File: src/rtl/proj_fm_ring_pkg.sv
// Shared sizes, buffer-state encoding and small helpers for the fragment-memory ring.
// With FM_PARITY_EN defined, each stored cell gains an even-parity bit above the base.
package proj_fm_ring_pkg;

  localparam int BUFFER_COUNT      = 4;
  localparam int DEPTH             = 8;
  localparam int DATA_BITS         = 2;
  localparam int FRAG_BASES        = 2;
  localparam int READ_PORTS        = 2;
  localparam int FRAG_LEN          = FRAG_BASES * DATA_BITS;
  localparam int INDICE_LEN        = $clog2(DEPTH);
  localparam int SIGNED_INDICE_LEN = INDICE_LEN + 1;
  localparam int BUF_BITS          = $clog2(BUFFER_COUNT);
  localparam int CNT_BITS          = $clog2(BUFFER_COUNT + 1);
  localparam int NRD               = READ_PORTS * FRAG_BASES;
`ifdef FM_PARITY_EN
  localparam int CELL_BITS         = DATA_BITS + 1;
`else
  localparam int CELL_BITS         = DATA_BITS;
`endif

  typedef enum logic [2:0] {
    FM_FREE,
    FM_FILLING,
    FM_FULL,
    FM_ACTIVE,
    FM_PREV
  } fm_buf_state_t;

  function automatic logic [BUF_BITS-1:0] fm_ring_add(input logic [BUF_BITS-1:0] ptr,
                                                      input int off);
    int sum;
    sum = (int'(ptr) + off) % BUFFER_COUNT;
    return sum[BUF_BITS-1:0];
  endfunction

  function automatic logic [CELL_BITS-1:0] fm_cell_enc(input logic [DATA_BITS-1:0] d);
`ifdef FM_PARITY_EN
    return {^d, d};
`else
    return d;
`endif
  endfunction

endpackage

File: src/rtl/proj_fm_ring_if.sv
// Write, rotate and read channels of the fragment-memory ring; out_rperr exists only
// with FM_PARITY_EN.
interface proj_fm_ring_if;
  import proj_fm_ring_pkg::*;

  logic                                  in_wvalid;
  logic [DATA_BITS-1:0]                  in_wdata;
  logic                                  out_wready;
  logic                                  chg_idx;
  logic                                  out_chg_err;
  logic [READ_PORTS-1:0]                 in_rvalid;
  logic [READ_PORTS*SIGNED_INDICE_LEN-1:0] frag_idx;
  logic [READ_PORTS-1:0]                 out_rvalid;
  logic [READ_PORTS*FRAG_LEN-1:0]        out_rdata;
  logic [READ_PORTS-1:0]                 out_rerr;
  logic [CNT_BITS-1:0]                   out_full_cnt;
`ifdef FM_PARITY_EN
  logic [READ_PORTS-1:0]                 out_rperr;
`endif

  modport master (
    output in_wvalid, in_wdata, chg_idx, in_rvalid, frag_idx,
`ifdef FM_PARITY_EN
    input  out_rperr,
`endif
    input  out_wready, out_chg_err, out_rvalid, out_rdata, out_rerr, out_full_cnt
  );

  modport slave (
    input  in_wvalid, in_wdata, chg_idx, in_rvalid, frag_idx,
`ifdef FM_PARITY_EN
    output out_rperr,
`endif
    output out_wready, out_chg_err, out_rvalid, out_rdata, out_rerr, out_full_cnt
  );

endinterface

File: src/rtl/proj_fm_bank.sv
// One ring buffer: single synchronous write port, NRD combinational read taps.
// Contents are not reset; validity is tracked by the ring state in the top.
module proj_fm_bank
  import proj_fm_ring_pkg::*;
(
  input  logic                       in_clk,
  input  logic                       i_we,
  input  logic [INDICE_LEN-1:0]      i_waddr,
  input  logic [CELL_BITS-1:0]       i_wdata,
  input  logic [NRD*INDICE_LEN-1:0]  i_raddr,
  output logic [NRD*CELL_BITS-1:0]   o_rdata
);

  logic [DEPTH-1:0][CELL_BITS-1:0] r_mem;

  always_ff @(posedge in_clk) begin
    if (i_we) r_mem[i_waddr] <= i_wdata;
  end

  for (genvar r = 0; r < NRD; r++) begin : g_rd
    assign o_rdata[r*CELL_BITS +: CELL_BITS] = r_mem[i_raddr[r*INDICE_LEN +: INDICE_LEN]];
  end

endmodule

File: src/rtl/proj_fm_ring.sv
// Ring of fragment buffers: writer fills in ring order, chg_idx rotates FULL->ACTIVE->PREV->FREE.
// Reads respond one cycle later; writes stall while the write buffer is not FREE/FILLING (FM_PARITY_EN adds out_rperr).
module proj_fm_ring
  import proj_fm_ring_pkg::*;
(
  input  logic          in_clk,
  input  logic          in_rst,
  proj_fm_ring_if.slave fm
);

  fm_buf_state_t r_state     [BUFFER_COUNT];
  fm_buf_state_t w_state_nxt [BUFFER_COUNT];

  logic [BUF_BITS-1:0]   r_wr_buf, w_wr_buf_nxt;
  logic [INDICE_LEN-1:0] r_wr_cnt, w_wr_cnt_nxt;
  logic [BUF_BITS-1:0]   r_act_ptr, w_act_ptr_nxt;  // next buffer to become ACTIVE
  logic                  r_run;
  logic                  r_chg_err;

  logic [BUF_BITS-1:0]   w_act_buf, w_prev_buf;
  logic                  w_act_vld, w_prev_vld;
  logic                  w_wr_ok, w_wr_fire, w_chg_ok;
  logic [CNT_BITS-1:0]   w_full_cnt;
  logic [CELL_BITS-1:0]  w_wcell;

  assign w_act_buf  = fm_ring_add(r_act_ptr, BUFFER_COUNT - 1);
  assign w_prev_buf = fm_ring_add(r_act_ptr, BUFFER_COUNT - 2);
  assign w_act_vld  = (r_state[w_act_buf]  == FM_ACTIVE);
  assign w_prev_vld = (r_state[w_prev_buf] == FM_PREV);
  assign w_wr_ok    = r_run && (r_state[r_wr_buf] == FM_FREE || r_state[r_wr_buf] == FM_FILLING);
  assign w_wr_fire  = fm.in_wvalid && w_wr_ok;
  // Registered state only: a buffer completed this very cycle is not yet FULL here.
  assign w_chg_ok   = fm.chg_idx && (r_state[r_act_ptr] == FM_FULL);
  assign w_wcell    = fm_cell_enc(fm.in_wdata);

  always_ff @(posedge in_clk or posedge in_rst) begin
    if (in_rst) begin
      for (int b = 0; b < BUFFER_COUNT; b++) r_state[b] <= FM_FREE;
      r_wr_buf  <= '0;
      r_wr_cnt  <= '0;
      r_act_ptr <= '0;
      r_run     <= 1'b0;
      r_chg_err <= 1'b0;
    end else begin
      r_state   <= w_state_nxt;
      r_wr_buf  <= w_wr_buf_nxt;
      r_wr_cnt  <= w_wr_cnt_nxt;
      r_act_ptr <= w_act_ptr_nxt;
      r_run     <= 1'b1;
      r_chg_err <= fm.chg_idx && !w_chg_ok;
    end
  end

  always_comb begin
    w_state_nxt   = r_state;
    w_wr_buf_nxt  = r_wr_buf;
    w_wr_cnt_nxt  = r_wr_cnt;
    w_act_ptr_nxt = r_act_ptr;
    if (w_chg_ok) begin
      w_state_nxt[r_act_ptr] = FM_ACTIVE;
      if (w_act_vld)  w_state_nxt[w_act_buf]  = FM_PREV;
      if (w_prev_vld) w_state_nxt[w_prev_buf] = FM_FREE;
      w_act_ptr_nxt = fm_ring_add(r_act_ptr, 1);
    end
    if (w_wr_fire) begin
      if (r_wr_cnt == INDICE_LEN'(DEPTH - 1)) begin
        w_state_nxt[r_wr_buf] = FM_FULL;
        w_wr_cnt_nxt          = '0;
        w_wr_buf_nxt          = fm_ring_add(r_wr_buf, 1);
      end else begin
        w_state_nxt[r_wr_buf] = FM_FILLING;
        w_wr_cnt_nxt          = r_wr_cnt + 1'b1;
      end
    end
  end

  always_comb begin
    w_full_cnt = '0;
    for (int b = 0; b < BUFFER_COUNT; b++) begin
      if (r_state[b] == FM_FULL) w_full_cnt = w_full_cnt + 1'b1;
    end
  end

  logic [BUFFER_COUNT-1:0][NRD*CELL_BITS-1:0] w_bank_rd;
  logic [NRD*INDICE_LEN-1:0]                  w_raddr;

  for (genvar b = 0; b < BUFFER_COUNT; b++) begin : g_bank
    proj_fm_bank u_bank (
      .in_clk  (in_clk),
      .i_we    (w_wr_fire && (r_wr_buf == BUF_BITS'(b))),
      .i_waddr (r_wr_cnt),
      .i_wdata (w_wcell),
      .i_raddr (w_raddr),
      .o_rdata (w_bank_rd[b])
    );
  end

  logic [READ_PORTS-1:0]          w_rd_ok;
  logic [READ_PORTS*FRAG_LEN-1:0] w_frag;
`ifdef FM_PARITY_EN
  logic [READ_PORTS-1:0]          w_rd_perr;
`endif

  for (genvar p = 0; p < READ_PORTS; p++) begin : g_port
    logic signed [SIGNED_INDICE_LEN-1:0] w_idx;
`ifdef FM_PARITY_EN
    logic [FRAG_BASES-1:0] w_perr_b;
    assign w_rd_perr[p] = |w_perr_b;
`endif
    assign w_idx = fm.frag_idx[p*SIGNED_INDICE_LEN +: SIGNED_INDICE_LEN];
    // The index width already bounds idx below at -DEPTH.
    assign w_rd_ok[p] = w_act_vld && (int'(w_idx) <= DEPTH - FRAG_BASES) &&
                        (!w_idx[SIGNED_INDICE_LEN-1] || w_prev_vld);

    for (genvar k = 0; k < FRAG_BASES; k++) begin : g_base
      localparam int N = p*FRAG_BASES + k;
      logic [SIGNED_INDICE_LEN-1:0] w_pos;
      logic [BUF_BITS-1:0]          w_sel;
      logic [CELL_BITS-1:0]         w_cell;
      // Negative positions wrap to DEPTH+pos in the low bits and select PREV via the sign.
      assign w_pos  = w_idx + SIGNED_INDICE_LEN'(k);
      assign w_sel  = w_pos[SIGNED_INDICE_LEN-1] ? w_prev_buf : w_act_buf;
      assign w_raddr[N*INDICE_LEN +: INDICE_LEN] = w_pos[INDICE_LEN-1:0];
      assign w_cell = w_bank_rd[w_sel][N*CELL_BITS +: CELL_BITS];
      assign w_frag[p*FRAG_LEN + k*DATA_BITS +: DATA_BITS] = w_cell[DATA_BITS-1:0];
`ifdef FM_PARITY_EN
      assign w_perr_b[k] = ^w_cell;
`endif
    end
  end

  logic [READ_PORTS-1:0]          r_rvalid, r_rerr;
  logic [READ_PORTS*FRAG_LEN-1:0] r_rdata;
`ifdef FM_PARITY_EN
  logic [READ_PORTS-1:0]          r_rperr;
`endif

  always_ff @(posedge in_clk or posedge in_rst) begin
    if (in_rst) begin
      r_rvalid <= '0;
      r_rerr   <= '0;
      r_rdata  <= '0;
`ifdef FM_PARITY_EN
      r_rperr  <= '0;
`endif
    end else begin
      r_rvalid <= fm.in_rvalid;
      r_rerr   <= fm.in_rvalid & ~w_rd_ok;
`ifdef FM_PARITY_EN
      r_rperr  <= fm.in_rvalid & w_rd_ok & w_rd_perr;
`endif
      for (int p = 0; p < READ_PORTS; p++) begin
        r_rdata[p*FRAG_LEN +: FRAG_LEN] <= (fm.in_rvalid[p] && w_rd_ok[p]) ?
                                           w_frag[p*FRAG_LEN +: FRAG_LEN] : '0;
      end
    end
  end

  assign fm.out_wready   = w_wr_ok;
  assign fm.out_chg_err  = r_chg_err;
  assign fm.out_rvalid   = r_rvalid;
  assign fm.out_rdata    = r_rdata;
  assign fm.out_rerr     = r_rerr;
  assign fm.out_full_cnt = w_full_cnt;
`ifdef FM_PARITY_EN
  assign fm.out_rperr    = r_rperr;
`endif

endmodule

File: src/flat_wrapper.sv
// flat-port wrapper written by rule: the top's interface ports become plain ports
module proj_fm_ring_flat import proj_fm_ring_pkg::*;
  (in_clk, in_rst, fm_in_wvalid, fm_in_wdata, fm_chg_idx, fm_in_rvalid, fm_frag_idx, fm_out_wready, fm_out_chg_err, fm_out_rvalid, fm_out_rdata, fm_out_rerr, fm_out_full_cnt);
  proj_fm_ring_if fm_i ();
  input  logic in_clk;
  input  logic in_rst;
  input wire logic [$bits(fm_i.in_wvalid)-1:0] fm_in_wvalid;
  input wire logic [$bits(fm_i.in_wdata)-1:0] fm_in_wdata;
  input wire logic [$bits(fm_i.chg_idx)-1:0] fm_chg_idx;
  input wire logic [$bits(fm_i.in_rvalid)-1:0] fm_in_rvalid;
  input wire logic [$bits(fm_i.frag_idx)-1:0] fm_frag_idx;
  output wire logic [$bits(fm_i.out_wready)-1:0] fm_out_wready;
  output wire logic [$bits(fm_i.out_chg_err)-1:0] fm_out_chg_err;
  output wire logic [$bits(fm_i.out_rvalid)-1:0] fm_out_rvalid;
  output wire logic [$bits(fm_i.out_rdata)-1:0] fm_out_rdata;
  output wire logic [$bits(fm_i.out_rerr)-1:0] fm_out_rerr;
  output wire logic [$bits(fm_i.out_full_cnt)-1:0] fm_out_full_cnt;
  assign fm_i.in_wvalid = fm_in_wvalid;
  assign fm_i.in_wdata = fm_in_wdata;
  assign fm_i.chg_idx = fm_chg_idx;
  assign fm_i.in_rvalid = fm_in_rvalid;
  assign fm_i.frag_idx = fm_frag_idx;
  assign fm_out_wready = fm_i.out_wready;
  assign fm_out_chg_err = fm_i.out_chg_err;
  assign fm_out_rvalid = fm_i.out_rvalid;
  assign fm_out_rdata = fm_i.out_rdata;
  assign fm_out_rerr = fm_i.out_rerr;
  assign fm_out_full_cnt = fm_i.out_full_cnt;
  proj_fm_ring u_core (.in_clk(in_clk), .in_rst(in_rst), .fm(fm_i));
endmodule
File: config.mk
export PLATFORM = sky130hd
export DESIGN_NAME = proj_fm_ring_flat
export DESIGN_NICKNAME = d
export VERILOG_FILES = /design/src/rtl/proj_fm_ring_pkg.sv /design/src/rtl/proj_fm_ring_if.sv /design/src/rtl/proj_fm_bank.sv /design/src/rtl/proj_fm_ring.sv /design/src/flat_wrapper.sv
export SDC_FILE = /design/constraint.sdc
export NUM_CORES = 1
export LEC_CHECK = 0
export ABC_AREA = 1
export BUFFER_PORTS_ARGS = -buffer_cell sky130_fd_sc_hd__buf_4
export CORE_MARGIN = 2
export CORE_UTILIZATION = 38
export DETAILED_ROUTE_END_ITERATION = 10
export PLACE_DENSITY = 0.57
export SYNTH_ARGS = -nofsm -noshare
export SYNTH_HDL_FRONTEND = slang
export SYNTH_SLANG_ARGS = --single-unit
File: constraint.sdc
create_clock -name in_clk -period 2.2 [get_ports in_clk]
set_clock_uncertainty 0.1 [all_clocks]
set_input_delay 0.22 -clock in_clk [delete_from_list [all_inputs] [get_ports in_clk]]
set_output_delay 0.22 -clock in_clk [all_outputs]
set_load 0.05 [all_outputs]
Word level (Yosys, flattened, before mapping):

Index checks and enable logic that the tools add are counted.

* bitwise gates (word level): 20
* muxes and demuxes: 83
* $add $sub $neg: 10
* reduce and logical (&&, ||, !) cells: 28
* eq/ne operators: 12
* $lt $le $gt $ge: 20

Operators by type and width (number)
* 2-bit binary-select mux with 3-bit select: 16
* 12-bit 2-to-1 mux: 6
* 8-bit binary-select mux with 2-bit select: 4
* 16-bit bitwise mux: 4
* 3-bit 2-to-1 mux: 16
* 2-bit 2-to-1 mux: 22
* 8-bit bitwise AND: 3
* 3-bit binary-select mux with 2-bit select: 4
* 3-bit demux with 2-bit select: 4
* 8-bit inverter: 3
* 3-bit by 4-bit less-than comparator with 1-bit output (second input constant): 5
* 1-bit logical AND: 19
* 3-bit by 2-bit == test with 1-bit output (second input constant): 6
* 12-bit bitwise AND: 1
* 3-bit >= comparator (second input constant): 4
* 2-bit by 3-bit less-than comparator with 1-bit output (second input constant): 4
* 3-bit by 1-bit less-than comparator with 1-bit output (second input constant): 4
* 4-bit 2-to-1 mux: 3
* 12-bit inverter: 1
* 2-bit inverter with 3-bit output: 4
* 4-bit bitwise OR: 3
* 3-bit by 1-bit adder with 3-bit output (second input constant): 3
* 4-bit by 2-bit adder with 4-bit output (second input constant): 2
* 4-bit <= comparator (second input constant): 2
* 22 further kinds: 30

* flip-flop bits (word level): 97
* input port bits: 16
* output and inout bits: 17
* word-level logic and storage cells: 217

Longest topological paths before layout:

* depth after elaboration: 16
* mapped depth: 13

Hierarchy:

From an unflattened synthesis, not the netlist that was laid out.

* cells, all modules: 1221
* area, all modules: 7953.9 um2

Modules (own cells, without submodules)
* proj_fm_bank: area an instance 1275.0 um2, cells each 201, seq. area each 480.5 um2, times used 4
* proj_fm_ring: area an instance 2854.0 um2, cells each 417, seq. area each 825.8 um2, times used 1

Worst setup path before layout:

Ideal clock, no wire load.

* kind: register to output
* from: reg u_core.r_state[6] (netlist bit)
* to: out fm_out_full_cnt[2]
* data required time: 1.880 ns
* arrival time: 2.398 ns
* setup slack: -0.518 ns
* stages on the path, launching flop included: 10
* cell sequence: dfrtp_1 -> nor3_1 -> inv_1 -> ha_1 -> or2_2 -> nand2_1 -> inv_1 -> ha_1 -> nand2_1 -> xor2_1

* longest elaborated chain between the ends: 6

Ends and longest elaborated chain
* from (decl): RTL line proj_fm_ring.sv:11 `fm_buf_state_t r_state [BUFFER_COUNT];`
* from (signal assigned): RTL line proj_fm_ring.sv:45 `r_state <= w_state_nxt;`
* 3-bit by 2-bit == test with 1-bit output *: RTL line proj_fm_ring.sv:80 `if (r_state[b] == FM_FULL) w_full_cnt = w_full_cnt + 1'b1;`
* 3-bit 2-to-1 mux *: RTL line proj_fm_ring.sv:80
* 3-bit by 1-bit adder with 3-bit output: RTL line proj_fm_ring.sv:80
* 3-bit 2-to-1 mux *: RTL line proj_fm_ring.sv:80
* 3-bit by 1-bit adder with 3-bit output: RTL line proj_fm_ring.sv:80
* 3-bit 2-to-1 mux *: RTL line proj_fm_ring.sv:80
* to (decl): RTL line flat_wrapper.sv:17 `output wire logic [$bits(fm_i.out_full_cnt)-1:0] fm_out_full_cnt;`

Mark *: on every way between the ends. The rest lies on a longest branch, timed or not.

Worst setup path in the final report:

* from: reg u_core.r_state[7] (netlist bit)
* to: out fm_out_full_cnt[2]

Same word-level chain as after synthesis.

==> run summary <==
Status -> complete, but fails checks
Violated checks -> setup timing
DRC violations left -> 0
Reg2reg start -> u_core.r_state[1]
Final Hold Fails -> 0
Critical path class -> register to primary output
Minimum clock period -> 2440 ps
Final Util -> 0.448
Routed vias/inst -> 5.38
Layout cells sized above 1 -> 0.140
Maximum vdd drop -> 1.60 mV
Crit. Startpoint -> u_core.r_state[7]
Worst Setup EP -> fm_out_full_cnt[2]
Tot Pwr -> 9.19 mW
CTS tree -> done
Unrepaired setup endpoints after global routing -> yes
Crit Path Max Fanout -> 2
Worst path depth -> 11
Flops & latches, synth -> 97
Max cap viols -> 0
Most frequent cell after synthesis -> nand2_1
Pre-antenna DRT Iters -> 5
Sequential-to-total area share from yosys stat -> 0.391
Max Clk Rate -> 0.410 GHz
Post-Syn Area -> 7020 um^2
Ratio of total power to cell area -> 1140 nW/um^2
Worst setup SP type -> register
Filler cells -> 1847
Average size of a mapped cell -> 7.13 um^2
CP top delay family -> simple AND/OR/NAND/NOR gates
Die Width -> 140 um
Tightest Hold Check Type -> input port to register
R2R setup slack -> 200 ps
Count of pins over their slew limit -> 0
CP cell instances -> inv_2 > nor3_4 > inv_2 > ha_4 > or2_4 > nand2_4 > inv_4 > ha_4 > nand2_4 > xor2_4 > buf_6
Buf/Inv on CP -> 4
Post-Syn Instances -> 985
RD Place Congestion -> 0.929
Vert. Die Dim -> 140 um
Dpl cells -> 1241
CTS clock-pin slew for the worst setup and hold paths -> 80 ps
Clock Latency Late Sink -> 360 ps
Area of the multi-input gates -> 3690 um^2
Overflow left after global routing -> 0
Non-Filler Instances -> 1262
Placed wire-length estimate -> 16.1 mm
Routed vias -> 6788
Worst path arrival time -> 2120 ps
Initial antenna violation count -> 0
Clock Root Buffer -> clkbuf_16
Number of flops mapped to enable cells by yosys -> 64
Synthesized Nets -> 1017
Max-slew headroom -> 0.529
First-pass GRT wire length -> 34.3 mm
Cell taking the most area after synthesis -> edfxtp_1
Drt initial violations -> 782
WL final -> 21.7 mm
Max stage delay cell, worst path -> dfrtp_1
Largest net degree at the start of global routing -> 92
GRT Total Usage -> 0.223
Num ports -> 33
Slowest stage delay, CP -> 360 ps
R2r worst-path depth -> 8
Post-route cell area -> 8070 um^2
Static leakage -> 3.65 nW
Synth area leaders -> edfxtp_1 27%, nand2_1 13%, dfrtp_1 12%, nand3_1 9.5%, o21ai_0 6.4%
N_diodes -> 0
Sum Neg Setup Slack -> -548 ps
Rows -> 49
Area delta synth->final -> 14.9%
Final Worst Setup Slack -> -239 ps
TritonCTS Sinks -> 97
Ys async rst share -> 0.340
Final setup viols -> 3
Port Buf Inserts -> 32
Total core area -> 18000 um^2
Register Area -> 2750 um^2
Post-synth cell types -> 35
Total CTS buffers -> 9
Die area -> 19600 um^2
Final nets -> 1060
Final worst-path cycle share -> 1.11
CTS Buffer Depth -> 2
Crit end category -> primary output
Post-synth top area share -> 0.274
Vias in the first global route -> 6192
Initial Utilization -> 0.390
R2r endpoint -> u_core.g_bank[1].u_bank.r_mem[12]
Synth Warn # -> 0
Critical Path RT -> 1880 ps
Least-Margin Pin Slew -> 706 ps
Synth cell count leaders -> 236 x nand2_1, 134 x nand3_1, 105 x inv_1
ANT nets after route -> 0
DP Area -> 7690 um^2
Avg WL per Cell -> 17.2 um
H-tree levels -> 3
Ys flop type -> edfxtp_1
==> power by group <==
group | total [mW] | switching [mW] | internal [mW]
Sequential | 2.41 | 0.213 | 2.20
Clock | 1.52 | 0.744 | 0.775
Combinational | 5.26 | 3.38 | 1.88
Total | 9.19 | 4.34 | 4.85
==> metal layers <==
metal	track usage	share of wire	vias to the layer above	wire length [um]
met4	0.0984	0.035	0	758
met3	0.0236	0.047	47	1020
met5	0	0	-	0
met1	0.308	0.46	3131	10000
li1	-	-	3386	-
met2	0.358	0.46	224	9920
==> per-stage QoR <==
stage / hold WS [ps] / worst slack [ps]
2_1_floorplan: 151 / 13.6
3_3_place_gp: 239 / 7.35
3_5_place_dp: 239 / 10.7
4_1_cts: 25.2 / -302
5_1_grt: 75.7 / -321
6_report: 37.7 / -239
==> state kept, by name (all words and copies together), names as in the netlist <==
register                    cells
u_core.fm.out_rvalid            2
u_core.r_wr_buf                 2
u_core.g_bank.u_bank.r_mem     64
u_core.r_state                 12
u_core.r_act_ptr                2
u_core.fm.out_chg_err           1
u_core.r_run                    1
u_core.fm.out_rerr              2
u_core.r_wr_cnt                 3
u_core.fm.out_rdata             8
==> layout by cell type (no fill, tap or decap), drive strengths merged <==
master and n:
edfxtp 64, ha 16, nand4 2, xor2 6, o211ai 36, clkinv 5, dlygate4sd3 3, a21boi 1
buf 78, conb 1, or2 2, nand2 246, o21ai 94, clkinvlp 2, inv 113, clkbuf 9
nand3 137, nor2 90, xnor2 4, a21oi 88, nor3 3, dfrtp 33
==> worst min path at each step <==
stage                    start                      end  slack (ps)  cells after the start
2_1_floorplan  fm_in_rvalid[0]  u_core.fm.out_rvalid[0]         150                      0
3_5_place_dp   fm_in_rvalid[1]  u_core.fm.out_rvalid[1]         240                      1
3_3_place_gp   fm_in_rvalid[1]  u_core.fm.out_rvalid[1]         240                      1
4_1_cts             fm_chg_idx    u_core.fm.out_chg_err          30                      3
6_report            fm_chg_idx    u_core.fm.out_chg_err          40                      3
5_1_grt             fm_chg_idx    u_core.fm.out_chg_err          80                      3
==> cell families after synthesis <==
group                      count (synthesis)  share of synthesized area
other                                      1                   0.000534
xor gates and xnor gates                  10                     0.0178
AOI/OAI and AO/OA                        219                      0.171
DFF                                       97                      0.391
and+or+nand+nor                          480                      0.293
adders and majority gates                 16                     0.0285
buffers and inverters                    162                     0.0978
==> cell type report <==
class	count	area share
Clock inverter	7	0.00651
Clock buffer	9	0.0279
Inverter	113	0.0529
Sequential cell	97	0.340
Timing Repair Buffer	81	0.0797
Multi-Input combinational cell	726	0.457
Tap cell	229	0.0355
==> what timing repair did <==
item	CTS	global route
setup endpoints to repair	3	5
hold endpoints to repair	35	0
setup buffers	2	2
hold buffers	3	0
gates resized for setup	11	6
pin swaps	6	5
==> worst reg2reg max path, cell delays in order, from the launching register on <==
cell	delay, ps
dfrtp_1	450
nor2_1	230
nand2_1	80
nand3_1	100
nand2_1	90
nor2_4	150
nand3_1	130
buf_4	200
nor2_1	180
Power figures use the tool's default switching activity.
